### src/rtl/apb_mem_arbiter_pkg.sv
// Shared types and constants for the imem/dmem APB memory arbiter.
package apb_mem_arbiter_pkg;

    typedef enum logic [1:0] {
        ARB_IDLE   = 2'd0,
        ARB_SETUP  = 2'd1,
        ARB_ACCESS = 2'd2
    } arb_state_e;

    typedef enum logic [1:0] {
        GNT_NONE = 2'b00,
        GNT_IMEM = 2'b01,
        GNT_DMEM = 2'b10
    } arb_grant_e;

    localparam int ARB_RR    = 0;
    localparam int ARB_FIXED = 1;

    localparam int CONSEC_W = 4;
    localparam int TMO_W    = 8;

endpackage

### src/rtl/apb_if.sv
// Plain APB bus bundle with requester-facing and memory-facing views.
interface apb_if;
    logic        psel;
    logic        penable;
    logic        pwrite;
    logic [31:0] paddr;
    logic [31:0] pwdata;
    logic [31:0] prdata;
    logic        pready;
    logic        pslverr;

    modport slave  (input  psel, penable, pwrite, paddr, pwdata,
                    output prdata, pready, pslverr);
    modport master (output psel, penable, pwrite, paddr, pwdata,
                    input  prdata, pready, pslverr);
endinterface

### src/rtl/apb_arb_picker.sv
// Combinational winner selection between imem and dmem requests.
module apb_arb_picker
    import apb_mem_arbiter_pkg::*;
#(
    parameter int ARB_MODE        = ARB_RR,
    parameter int DMEM_MAX_CONSEC = 4
) (
    input  logic                i_req_imem,
    input  logic                i_req_dmem,
    input  logic [1:0]          i_excl,
    input  logic                i_rr_ptr,
    input  logic [CONSEC_W-1:0] i_consec,
    output arb_grant_e          o_winner
);

    localparam logic [CONSEC_W-1:0] MAX_CONSEC = CONSEC_W'(DMEM_MAX_CONSEC);

    logic w_imem;
    logic w_dmem;

    // A master finishing this cycle still shows psel, so it is masked out.
    assign w_imem = i_req_imem & ~i_excl[0];
    assign w_dmem = i_req_dmem & ~i_excl[1];

    // Resolve ties by mode: RR pointer, or dmem first until the streak bound.
    always_comb begin
        o_winner = GNT_NONE;
        if (w_imem && w_dmem) begin
            if (ARB_MODE == ARB_FIXED) begin
                if (i_consec >= MAX_CONSEC) begin
                    o_winner = GNT_IMEM;
                end else begin
                    o_winner = GNT_DMEM;
                end
            end else begin
                if (i_rr_ptr) begin
                    o_winner = GNT_DMEM;
                end else begin
                    o_winner = GNT_IMEM;
                end
            end
        end else if (w_imem) begin
            o_winner = GNT_IMEM;
        end else if (w_dmem) begin
            o_winner = GNT_DMEM;
        end else begin
            o_winner = GNT_NONE;
        end
    end

endmodule

### src/rtl/apb_mem_arbiter.sv
// Shares one APB memory between imem and dmem requesters, with
// back-to-back handoff, selectable arbitration and an access timeout.
module apb_mem_arbiter
    import apb_mem_arbiter_pkg::*;
#(
    parameter int ARB_MODE        = ARB_RR,
    parameter int DMEM_MAX_CONSEC = 4,
    parameter int TIMEOUT         = 64
) (
    input  logic       clk,
    input  logic       rst,
    apb_if.slave       imem_s,
    apb_if.slave       dmem_s,
    apb_if.master      mem_m,
    output logic [1:0] grant_o,
    output logic       timeout_o
);

    localparam bit               TMO_EN   = (TIMEOUT != 0);
    localparam logic [TMO_W-1:0] TMO_LAST = TMO_W'(TIMEOUT - 1);

    arb_state_e          r_state, w_state_nxt;
    arb_grant_e          r_grant, w_grant_nxt, w_winner;
    logic                r_psel, w_psel_nxt;
    logic                r_penable, w_penable_nxt;
    logic                r_pwrite, w_pwrite_nxt;
    logic [31:0]         r_paddr, w_paddr_nxt;
    logic [31:0]         r_pwdata, w_pwdata_nxt;
    logic                r_rr_ptr;
    logic [CONSEC_W-1:0] r_consec;
    logic [TMO_W-1:0]    r_tmo_cnt;
    logic                w_timeout, w_done, w_take, w_imem_pend;
    logic [1:0]          w_excl;
    logic                w_sel_pwrite;
    logic [31:0]         w_sel_paddr, w_sel_pwdata;

    assign w_excl      = (r_state == ARB_ACCESS) ? r_grant : GNT_NONE;
    assign w_imem_pend = imem_s.psel & ~w_excl[0];

    apb_arb_picker #(
        .ARB_MODE        (ARB_MODE),
        .DMEM_MAX_CONSEC (DMEM_MAX_CONSEC)
    ) u_picker (
        .i_req_imem (imem_s.psel),
        .i_req_dmem (dmem_s.psel),
        .i_excl     (w_excl),
        .i_rr_ptr   (r_rr_ptr),
        .i_consec   (r_consec),
        .o_winner   (w_winner)
    );

    // Detect the completion cycle: slave ready, or the access has hung too long.
    always_comb begin
        w_timeout = 1'b0;
        if (TMO_EN && (r_state == ARB_ACCESS) && !mem_m.pready && (r_tmo_cnt == TMO_LAST)) begin
            w_timeout = 1'b1;
        end else begin
            w_timeout = 1'b0;
        end
        w_done = (r_state == ARB_ACCESS) && (mem_m.pready || w_timeout);
    end

    // Route the winning requester's transfer fields toward the memory side.
    always_comb begin
        w_sel_pwrite = imem_s.pwrite;
        w_sel_paddr  = imem_s.paddr;
        w_sel_pwdata = imem_s.pwdata;
        if (w_winner == GNT_DMEM) begin
            w_sel_pwrite = dmem_s.pwrite;
            w_sel_paddr  = dmem_s.paddr;
            w_sel_pwdata = dmem_s.pwdata;
        end else begin
            w_sel_pwrite = imem_s.pwrite;
            w_sel_paddr  = imem_s.paddr;
            w_sel_pwdata = imem_s.pwdata;
        end
    end

    // Next-state logic: IDLE grants, SETUP raises penable, ACCESS hands off or idles.
    always_comb begin
        w_state_nxt   = r_state;
        w_grant_nxt   = r_grant;
        w_psel_nxt    = r_psel;
        w_penable_nxt = r_penable;
        w_pwrite_nxt  = r_pwrite;
        w_paddr_nxt   = r_paddr;
        w_pwdata_nxt  = r_pwdata;
        w_take        = 1'b0;
        case (r_state)
            ARB_IDLE: begin
                if (w_winner != GNT_NONE) begin
                    w_take = 1'b1;
                end else begin
                    w_state_nxt = ARB_IDLE;
                end
            end
            ARB_SETUP: begin
                w_penable_nxt = 1'b1;
                w_state_nxt   = ARB_ACCESS;
            end
            ARB_ACCESS: begin
                if (w_done && (w_winner != GNT_NONE)) begin
                    w_take = 1'b1;
                end else if (w_done) begin
                    w_state_nxt   = ARB_IDLE;
                    w_psel_nxt    = 1'b0;
                    w_penable_nxt = 1'b0;
                    w_grant_nxt   = GNT_NONE;
                end else begin
                    w_state_nxt = ARB_ACCESS;
                end
            end
            default: begin
                w_state_nxt   = ARB_IDLE;
                w_psel_nxt    = 1'b0;
                w_penable_nxt = 1'b0;
                w_grant_nxt   = GNT_NONE;
            end
        endcase
        if (w_take) begin
            w_state_nxt   = ARB_SETUP;
            w_grant_nxt   = w_winner;
            w_psel_nxt    = 1'b1;
            w_penable_nxt = 1'b0;
            w_pwrite_nxt  = w_sel_pwrite;
            w_paddr_nxt   = w_sel_paddr;
            w_pwdata_nxt  = w_sel_pwdata;
        end else begin
            w_state_nxt = w_state_nxt;
        end
    end

    // State and memory-side bus registers.
    always_ff @(posedge clk or posedge rst) begin
        if (rst) begin
            r_state   <= ARB_IDLE;
            r_grant   <= GNT_NONE;
            r_psel    <= 1'b0;
            r_penable <= 1'b0;
            r_pwrite  <= 1'b0;
            r_paddr   <= 32'd0;
            r_pwdata  <= 32'd0;
        end else begin
            r_state   <= w_state_nxt;
            r_grant   <= w_grant_nxt;
            r_psel    <= w_psel_nxt;
            r_penable <= w_penable_nxt;
            r_pwrite  <= w_pwrite_nxt;
            r_paddr   <= w_paddr_nxt;
            r_pwdata  <= w_pwdata_nxt;
        end
    end

    // Arbitration history: RR pointer and dmem streak while imem waits.
    always_ff @(posedge clk or posedge rst) begin
        if (rst) begin
            r_rr_ptr <= 1'b0;
            r_consec <= {CONSEC_W{1'b0}};
        end else if (w_take) begin
            r_rr_ptr <= (w_winner == GNT_IMEM);
            if (w_winner == GNT_IMEM) begin
                r_consec <= {CONSEC_W{1'b0}};
            end else if (w_imem_pend && (r_consec != {CONSEC_W{1'b1}})) begin
                r_consec <= r_consec + 4'd1;
            end
        end
    end

    // Count ACCESS cycles spent waiting for the slave.
    always_ff @(posedge clk or posedge rst) begin
        if (rst) begin
            r_tmo_cnt <= {TMO_W{1'b0}};
        end else if ((r_state == ARB_ACCESS) && !w_done) begin
            if (r_tmo_cnt != {TMO_W{1'b1}}) begin
                r_tmo_cnt <= r_tmo_cnt + 8'd1;
            end
        end else begin
            r_tmo_cnt <= {TMO_W{1'b0}};
        end
    end

    assign mem_m.psel    = r_psel;
    assign mem_m.penable = r_penable;
    assign mem_m.pwrite  = r_pwrite;
    assign mem_m.paddr   = r_paddr;
    assign mem_m.pwdata  = r_pwdata;

    // Upstream handshake exists only in the owner's completion cycle.
    assign imem_s.pready  = w_done && (r_grant == GNT_IMEM);
    assign dmem_s.pready  = w_done && (r_grant == GNT_DMEM);
    assign imem_s.pslverr = w_done && (r_grant == GNT_IMEM) && (w_timeout || mem_m.pslverr);
    assign dmem_s.pslverr = w_done && (r_grant == GNT_DMEM) && (w_timeout || mem_m.pslverr);
    assign imem_s.prdata  = w_timeout ? 32'd0 : mem_m.prdata;
    assign dmem_s.prdata  = w_timeout ? 32'd0 : mem_m.prdata;

    assign grant_o   = r_grant;
    assign timeout_o = w_timeout;

endmodule

### src/flat_wrapper.sv
// flat-port wrapper written by rule: the top's interface ports become plain ports
module apb_mem_arbiter_flat import apb_mem_arbiter_pkg::*;
#(
    parameter int ARB_MODE        = ARB_RR,
    parameter int DMEM_MAX_CONSEC = 4,
    parameter int TIMEOUT         = 64
)
  (clk, rst, grant_o, timeout_o, imem_s_psel, imem_s_penable, imem_s_pwrite, imem_s_paddr, imem_s_pwdata, imem_s_prdata, imem_s_pready, imem_s_pslverr, dmem_s_psel, dmem_s_penable, dmem_s_pwrite, dmem_s_paddr, dmem_s_pwdata, dmem_s_prdata, dmem_s_pready, dmem_s_pslverr, mem_m_psel, mem_m_penable, mem_m_pwrite, mem_m_paddr, mem_m_pwdata, mem_m_prdata, mem_m_pready, mem_m_pslverr);
  apb_if imem_s_i ();
  apb_if dmem_s_i ();
  apb_if mem_m_i ();
  input  logic clk;
  input  logic rst;
  output logic [1:0] grant_o;
  output logic timeout_o;
  input wire logic [$bits(imem_s_i.psel)-1:0] imem_s_psel;
  input wire logic [$bits(imem_s_i.penable)-1:0] imem_s_penable;
  input wire logic [$bits(imem_s_i.pwrite)-1:0] imem_s_pwrite;
  input wire logic [$bits(imem_s_i.paddr)-1:0] imem_s_paddr;
  input wire logic [$bits(imem_s_i.pwdata)-1:0] imem_s_pwdata;
  output wire logic [$bits(imem_s_i.prdata)-1:0] imem_s_prdata;
  output wire logic [$bits(imem_s_i.pready)-1:0] imem_s_pready;
  output wire logic [$bits(imem_s_i.pslverr)-1:0] imem_s_pslverr;
  input wire logic [$bits(dmem_s_i.psel)-1:0] dmem_s_psel;
  input wire logic [$bits(dmem_s_i.penable)-1:0] dmem_s_penable;
  input wire logic [$bits(dmem_s_i.pwrite)-1:0] dmem_s_pwrite;
  input wire logic [$bits(dmem_s_i.paddr)-1:0] dmem_s_paddr;
  input wire logic [$bits(dmem_s_i.pwdata)-1:0] dmem_s_pwdata;
  output wire logic [$bits(dmem_s_i.prdata)-1:0] dmem_s_prdata;
  output wire logic [$bits(dmem_s_i.pready)-1:0] dmem_s_pready;
  output wire logic [$bits(dmem_s_i.pslverr)-1:0] dmem_s_pslverr;
  output wire logic [$bits(mem_m_i.psel)-1:0] mem_m_psel;
  output wire logic [$bits(mem_m_i.penable)-1:0] mem_m_penable;
  output wire logic [$bits(mem_m_i.pwrite)-1:0] mem_m_pwrite;
  output wire logic [$bits(mem_m_i.paddr)-1:0] mem_m_paddr;
  output wire logic [$bits(mem_m_i.pwdata)-1:0] mem_m_pwdata;
  input wire logic [$bits(mem_m_i.prdata)-1:0] mem_m_prdata;
  input wire logic [$bits(mem_m_i.pready)-1:0] mem_m_pready;
  input wire logic [$bits(mem_m_i.pslverr)-1:0] mem_m_pslverr;
  assign imem_s_i.psel = imem_s_psel;
  assign imem_s_i.penable = imem_s_penable;
  assign imem_s_i.pwrite = imem_s_pwrite;
  assign imem_s_i.paddr = imem_s_paddr;
  assign imem_s_i.pwdata = imem_s_pwdata;
  assign imem_s_prdata = imem_s_i.prdata;
  assign imem_s_pready = imem_s_i.pready;
  assign imem_s_pslverr = imem_s_i.pslverr;
  assign dmem_s_i.psel = dmem_s_psel;
  assign dmem_s_i.penable = dmem_s_penable;
  assign dmem_s_i.pwrite = dmem_s_pwrite;
  assign dmem_s_i.paddr = dmem_s_paddr;
  assign dmem_s_i.pwdata = dmem_s_pwdata;
  assign dmem_s_prdata = dmem_s_i.prdata;
  assign dmem_s_pready = dmem_s_i.pready;
  assign dmem_s_pslverr = dmem_s_i.pslverr;
  assign mem_m_psel = mem_m_i.psel;
  assign mem_m_penable = mem_m_i.penable;
  assign mem_m_pwrite = mem_m_i.pwrite;
  assign mem_m_paddr = mem_m_i.paddr;
  assign mem_m_pwdata = mem_m_i.pwdata;
  assign mem_m_i.prdata = mem_m_prdata;
  assign mem_m_i.pready = mem_m_pready;
  assign mem_m_i.pslverr = mem_m_pslverr;
  apb_mem_arbiter #(.ARB_MODE(ARB_MODE), .DMEM_MAX_CONSEC(DMEM_MAX_CONSEC), .TIMEOUT(TIMEOUT)) u_core (.clk(clk), .rst(rst), .imem_s(imem_s_i), .dmem_s(dmem_s_i), .mem_m(mem_m_i), .grant_o(grant_o), .timeout_o(timeout_o));
endmodule
### config.mk
export PLATFORM = sky130hd
export DESIGN_NAME = apb_mem_arbiter_flat
export DESIGN_NICKNAME = d
export VERILOG_FILES = /design/src/rtl/apb_mem_arbiter_pkg.sv /design/src/rtl/apb_if.sv /design/src/rtl/apb_arb_picker.sv /design/src/rtl/apb_mem_arbiter.sv /design/src/flat_wrapper.sv
export SDC_FILE = /design/constraint.sdc
export NUM_CORES = 1
export LEC_CHECK = 0
export CAP_MARGIN = 20
export CELL_PAD_IN_SITES_DETAIL_PLACEMENT = 0
export CELL_PAD_IN_SITES_GLOBAL_PLACEMENT = 2
export CORE_AREA = 3 3 161 147
export DETAILED_ROUTE_END_ITERATION = 16
export DIE_AREA = 0 0 164 150
export PLACE_DENSITY_LB_ADDON = 0.1
export SETUP_SLACK_MARGIN = 0.5
export SLEW_MARGIN = 20
export SYNTH_ARGS = -nofsm -noshare
export SYNTH_HDL_FRONTEND = slang
export SYNTH_SLANG_ARGS = --single-unit
### constraint.sdc
create_clock -name clk -period 3.3 [get_ports clk]
set_clock_uncertainty 0.15 [all_clocks]
set_input_delay 0.66 -clock clk [delete_from_list [all_inputs] [get_ports clk]]
set_output_delay 0.66 -clock clk [all_outputs]
set_load 0.1 [all_outputs]
==> flow_summary_export.csv <==
group,metric,value,unit
synthesis,syn-cell-area,0.004619,mm²
synthesis,synth-xor-area-share,0.3792,%
hold_path,hold_start,"u_core.mem_m.paddr[26]",
synthesis,synthSimpleGateAreaFrac,7.936,%
synthesis,yosys_register_bits,80,
synthesis,synth_async_sr_flop_share,100.0,%
routing,wire_per_inst,16.20,µm
floorplan,start_util,20.70,%
global_routing,grt-ovfl-total,0,
routing,wl,15.50,mm
placement,hpwl,11.88,mm
power_and_ir_drop,switching_share,56.77,%
global_routing,antenna_found_initial,0,
worst_setup_path,r2r-start,"u_core.r_state[1]",
power_and_ir_drop,power_switching,0.005260,W
synthesis,syn_inst,373,
worst_setup_path,worstSetupStartpoint,"u_core.r_tmo_cnt[0]",
timing,drv_slew,0,
synthesis,synth_area_leader_cell,"dfrtp_1",
synthesis,synth_top_family_by_area,"multiplexers",
synthesis,yosysSeqAreaShare,43.34,%
power_and_ir_drop,pwr-share-comb,69.9,%
floorplan,num_rows,52,
global_routing,first_global_vias,4259,
clock_tree,cts_buffers,9,
power_and_ir_drop,pwr-share-clk,11.4,%
worst_setup_path,startpoint_type,"flop",
worst_setup_path,path_buf_inv,2,
timing,layout_setup_ws,555.6,ps
routing,detail-route-antenna-nets,0,
routing,routed_via_density,4.110,
routing,vias,3933,
global_routing,grt_start_max_net_pins,68,
final_layout,n_fill_cell,2109,
synthesis,synthAdderAreaFrac,1.083,%
timing,worst_pin_slew,646.3,ps
placement,place_ws,240.3,ps
final_layout,stdcell_count,957,
synthesis,synth_edf_count,0,
worst_setup_path,cp_slowest_stage_delay,400,ps
synthesis,synth_compound_area_share,5.986,%
synthesis,muxShareOfSynthArea,32.61,%
timing,fmax,364.4,MHz
routing,firstDrtPassIters,4,
synthesis,synth.net_count,547,
power_and_ir_drop,vdd_drop_max,0.5941,mV
worst_setup_path,crit_slowest_cell,"dfrtp_1",
job,drv_cap,0,
worst_setup_path,worst-setup-path-type,"flop to primary output",
global_routing,grt_pass1_wl,23.72,mm
clock_tree,clock_sinks,80,
power_and_ir_drop,internal_power,0.004005,W
worst_setup_path,path_cells,"ha_4 -> and4bb_4 -> nand3_4 -> bufbuf_16 -> and2_4 -> buf_12",
final_layout,antennaDiodeCount,0,
synthesis,netlist.area_leader.share,43.34,%
floorplan,dieArea,0.02460,mm²
global_routing,grt_usage,12.44,%
power_and_ir_drop,seqPwrFrac,18.7,%
timing,fin_hold_ws,357.2,ps
synthesis,synth_ff_type,"dfrtp_1",
final_layout,area_growth,93.26,%
timing,finalSetupViolations,0,
synthesis,syn_avg_cell_area,12.38,µm²
floorplan,die_w,164,µm
clock_tree,clock_latency,340,ps
worst_setup_path,cp_data_required_time,2490,ps
outcome,status,"complete, no violations",
timing,max_slew_margin,56.91,%
clock_tree,cts_tree,"built",
placement,place_inst,931,
timing,rsz0062_at_grt,"true",
clock_tree,postCtsHoldBufs,0,
routing,drc_errors,0,
timing,fin_tns_setup,0,ps
timing,finalCritPeriodShare,83.16,%
worst_setup_path,endpoint_kind,"primary output",
worst_setup_path,path_max_fanout,17,
placement,gp_congestion,0.7246,
final_layout,fin_nets,829,
floorplan,coreArea,0.02232,mm²
routing,drtIter0Drc,86,
synthesis,yosys_warnings,0,
worst_setup_path,arrival,1930,ps
timing,period_minus_slack,2744,ps
timing,hold_viol,0,
synthesis,synthTopCellsByArea,"dfrtp_1 43%, mux2_2 29%, buf_4 5.4%",
clock_tree,ctsRootBufferMaster,"clkbuf_16",
worst_setup_path,crit_family,"simple AND/OR/NAND/NOR gates",
clock_tree,clk_pin_slew,60,ps
synthesis,yosysUniqueCellTypes,39,
power_and_ir_drop,cellPowerDensity,1038,mW/mm²
placement,numPortBuffers,305,
power_and_ir_drop,power.leakage,3.735,nW
floorplan,die_h,150,µm
power_and_ir_drop,p_total,0.009266,W
final_layout,drive_above_1_share,53.33,%
clock_tree,h-tree-depth,3,
clock_tree,cts_max_path_buffers,2,
hold_path,hold_class,"flop to flop",
floorplan,ioPinCount,308,
Yosys cell counts, types with 5 or more instances:
cell,n
mux2_2,117
buf_4,33
buf_6,7
nor2_1,8
mux2_4,6
nand2_1,8
dfrtp_1,80
buf_2,8
inv_1,6
mux2_1,7
o31ai_1,5
and2_1,32
o21ai_0,6
power groups by stage:
| stage | registers (W) | logic, W | clock network (W) |
|---|---|---|---|
| finish | 0.00174 | 0.00647 | 0.00106 |
| global route | 0.00181 | 0.00672 | 0.00115 |
| CTS | 0.00175 | 0.00655 | 0.00111 |
| detailed placement | 0.00175 | 0.00654 | 0 |
| global placement | 0.00174 | 0.00651 | 0 |
| floorplan | 0.00488 | 0.00187 | 0 |
worst paths after layout:
check                      cells past startpoint                     end  slack, ps
setup / recovery                               6       dmem_s_prdata[23]        560
hold / removal                                 1  u_core.mem_m.paddr[26]        360
setup reg to reg                               7   u_core.mem_m.paddr[0]        850
hold reg to reg                                1  u_core.mem_m.paddr[26]        360
max in group asynchronous                      3   u_core.mem_m.paddr[8]       1810
min in group asynchronous                      2  u_core.mem_m.pwdata[0]        510
stage by stage:
| stage | utilization, % | cell area (µm²) |
|---|---|---|
| after floorplan | - | 4810 |
| after global placement | 37.90 | 8458 |
| after detailed placement | 37.90 | 8458 |
| after CTS | 39.91 | 8906 |
| after global routing | 40.00 | 8927 |
| final | 40.00 | 8927 |
sequential cells by signal, indices dropped and copies added, names as in the netlist:
name	count
u_core.grant_o	2
u_core.mem_m.paddr	32
u_core.mem_m.penable	1
u_core.mem_m.psel	1
u_core.mem_m.pwdata	32
u_core.mem_m.pwrite	1
u_core.r_rr_ptr	1
u_core.r_state	2
u_core.r_tmo_cnt	8
cells by family after synthesis:
group,count (synthesis)
multiplexers,132
flip-flops,80
AND/OR/NAND/NOR,64
buffers and inverters,57
AO/OA/AOI/OAI,34
adder cells (fa/ha/maj),4
XOR/XNOR,2
per-layer routing:
layer	track usage [%]	up-vias	share of wire (%)
met2	22.51	156	53
met5	0	-	0
met4	3.425	0	1.3
met3	4.678	13	8.6
li1	-	1850	-
met1	13.60	1914	37
cell type report:
class	count	area, µm²	share of cell area (%)
clock buffer	11	252.7	2.831
clock inverter	5	61.31	0.6868
inverter	6	30.03	0.3364
multi-input combinational	236	2406	26.95
sequential	80	2004	22.45
tap	297	371.6	4.163
timing repair buffer	322	3801	42.58
worst reg2reg max path: stages (launching register included):
cell and delay (ps):
dfrtp_1 410, ha_4 170, buf_4 160, a21bo_4 250
o21ai_4 140, buf_12 300, mux2_2 500, mux2_2 270
timing repair:
item                                   in CTS  in global routing
setup endpoints to repair                  68                 45
pin swaps                                   3                  6
gates cloned                                1                  0
resized for setup                          11                  2
endpoints found under the hold margin       0                  0
buffers inserted                            8                  1
cells in the final DEF (no fill, tap or decap), types with 5 or more instances in the layout:
| cell type | synthesis | layout |
|---|---|---|
| and2_4 | 0 | 29 |
| buf_4 | 33 | 78 |
| nor2_1 | 8 | 7 |
| buf_12 | 0 | 75 |
| o31ai_1 | 5 | 5 |
| clkdlybuf4s50_1 | 0 | 166 |
| clkbuf_16 | 0 | 9 |
| mux2_4 | 6 | 6 |
| o21ai_0 | 6 | 6 |
| mux2_1 | 7 | 7 |
| nand2_1 | 8 | 8 |
| dfrtp_1 | 80 | 78 |
| mux2_2 | 117 | 117 |
Note: power is estimated with default switching activity, not from simulation.
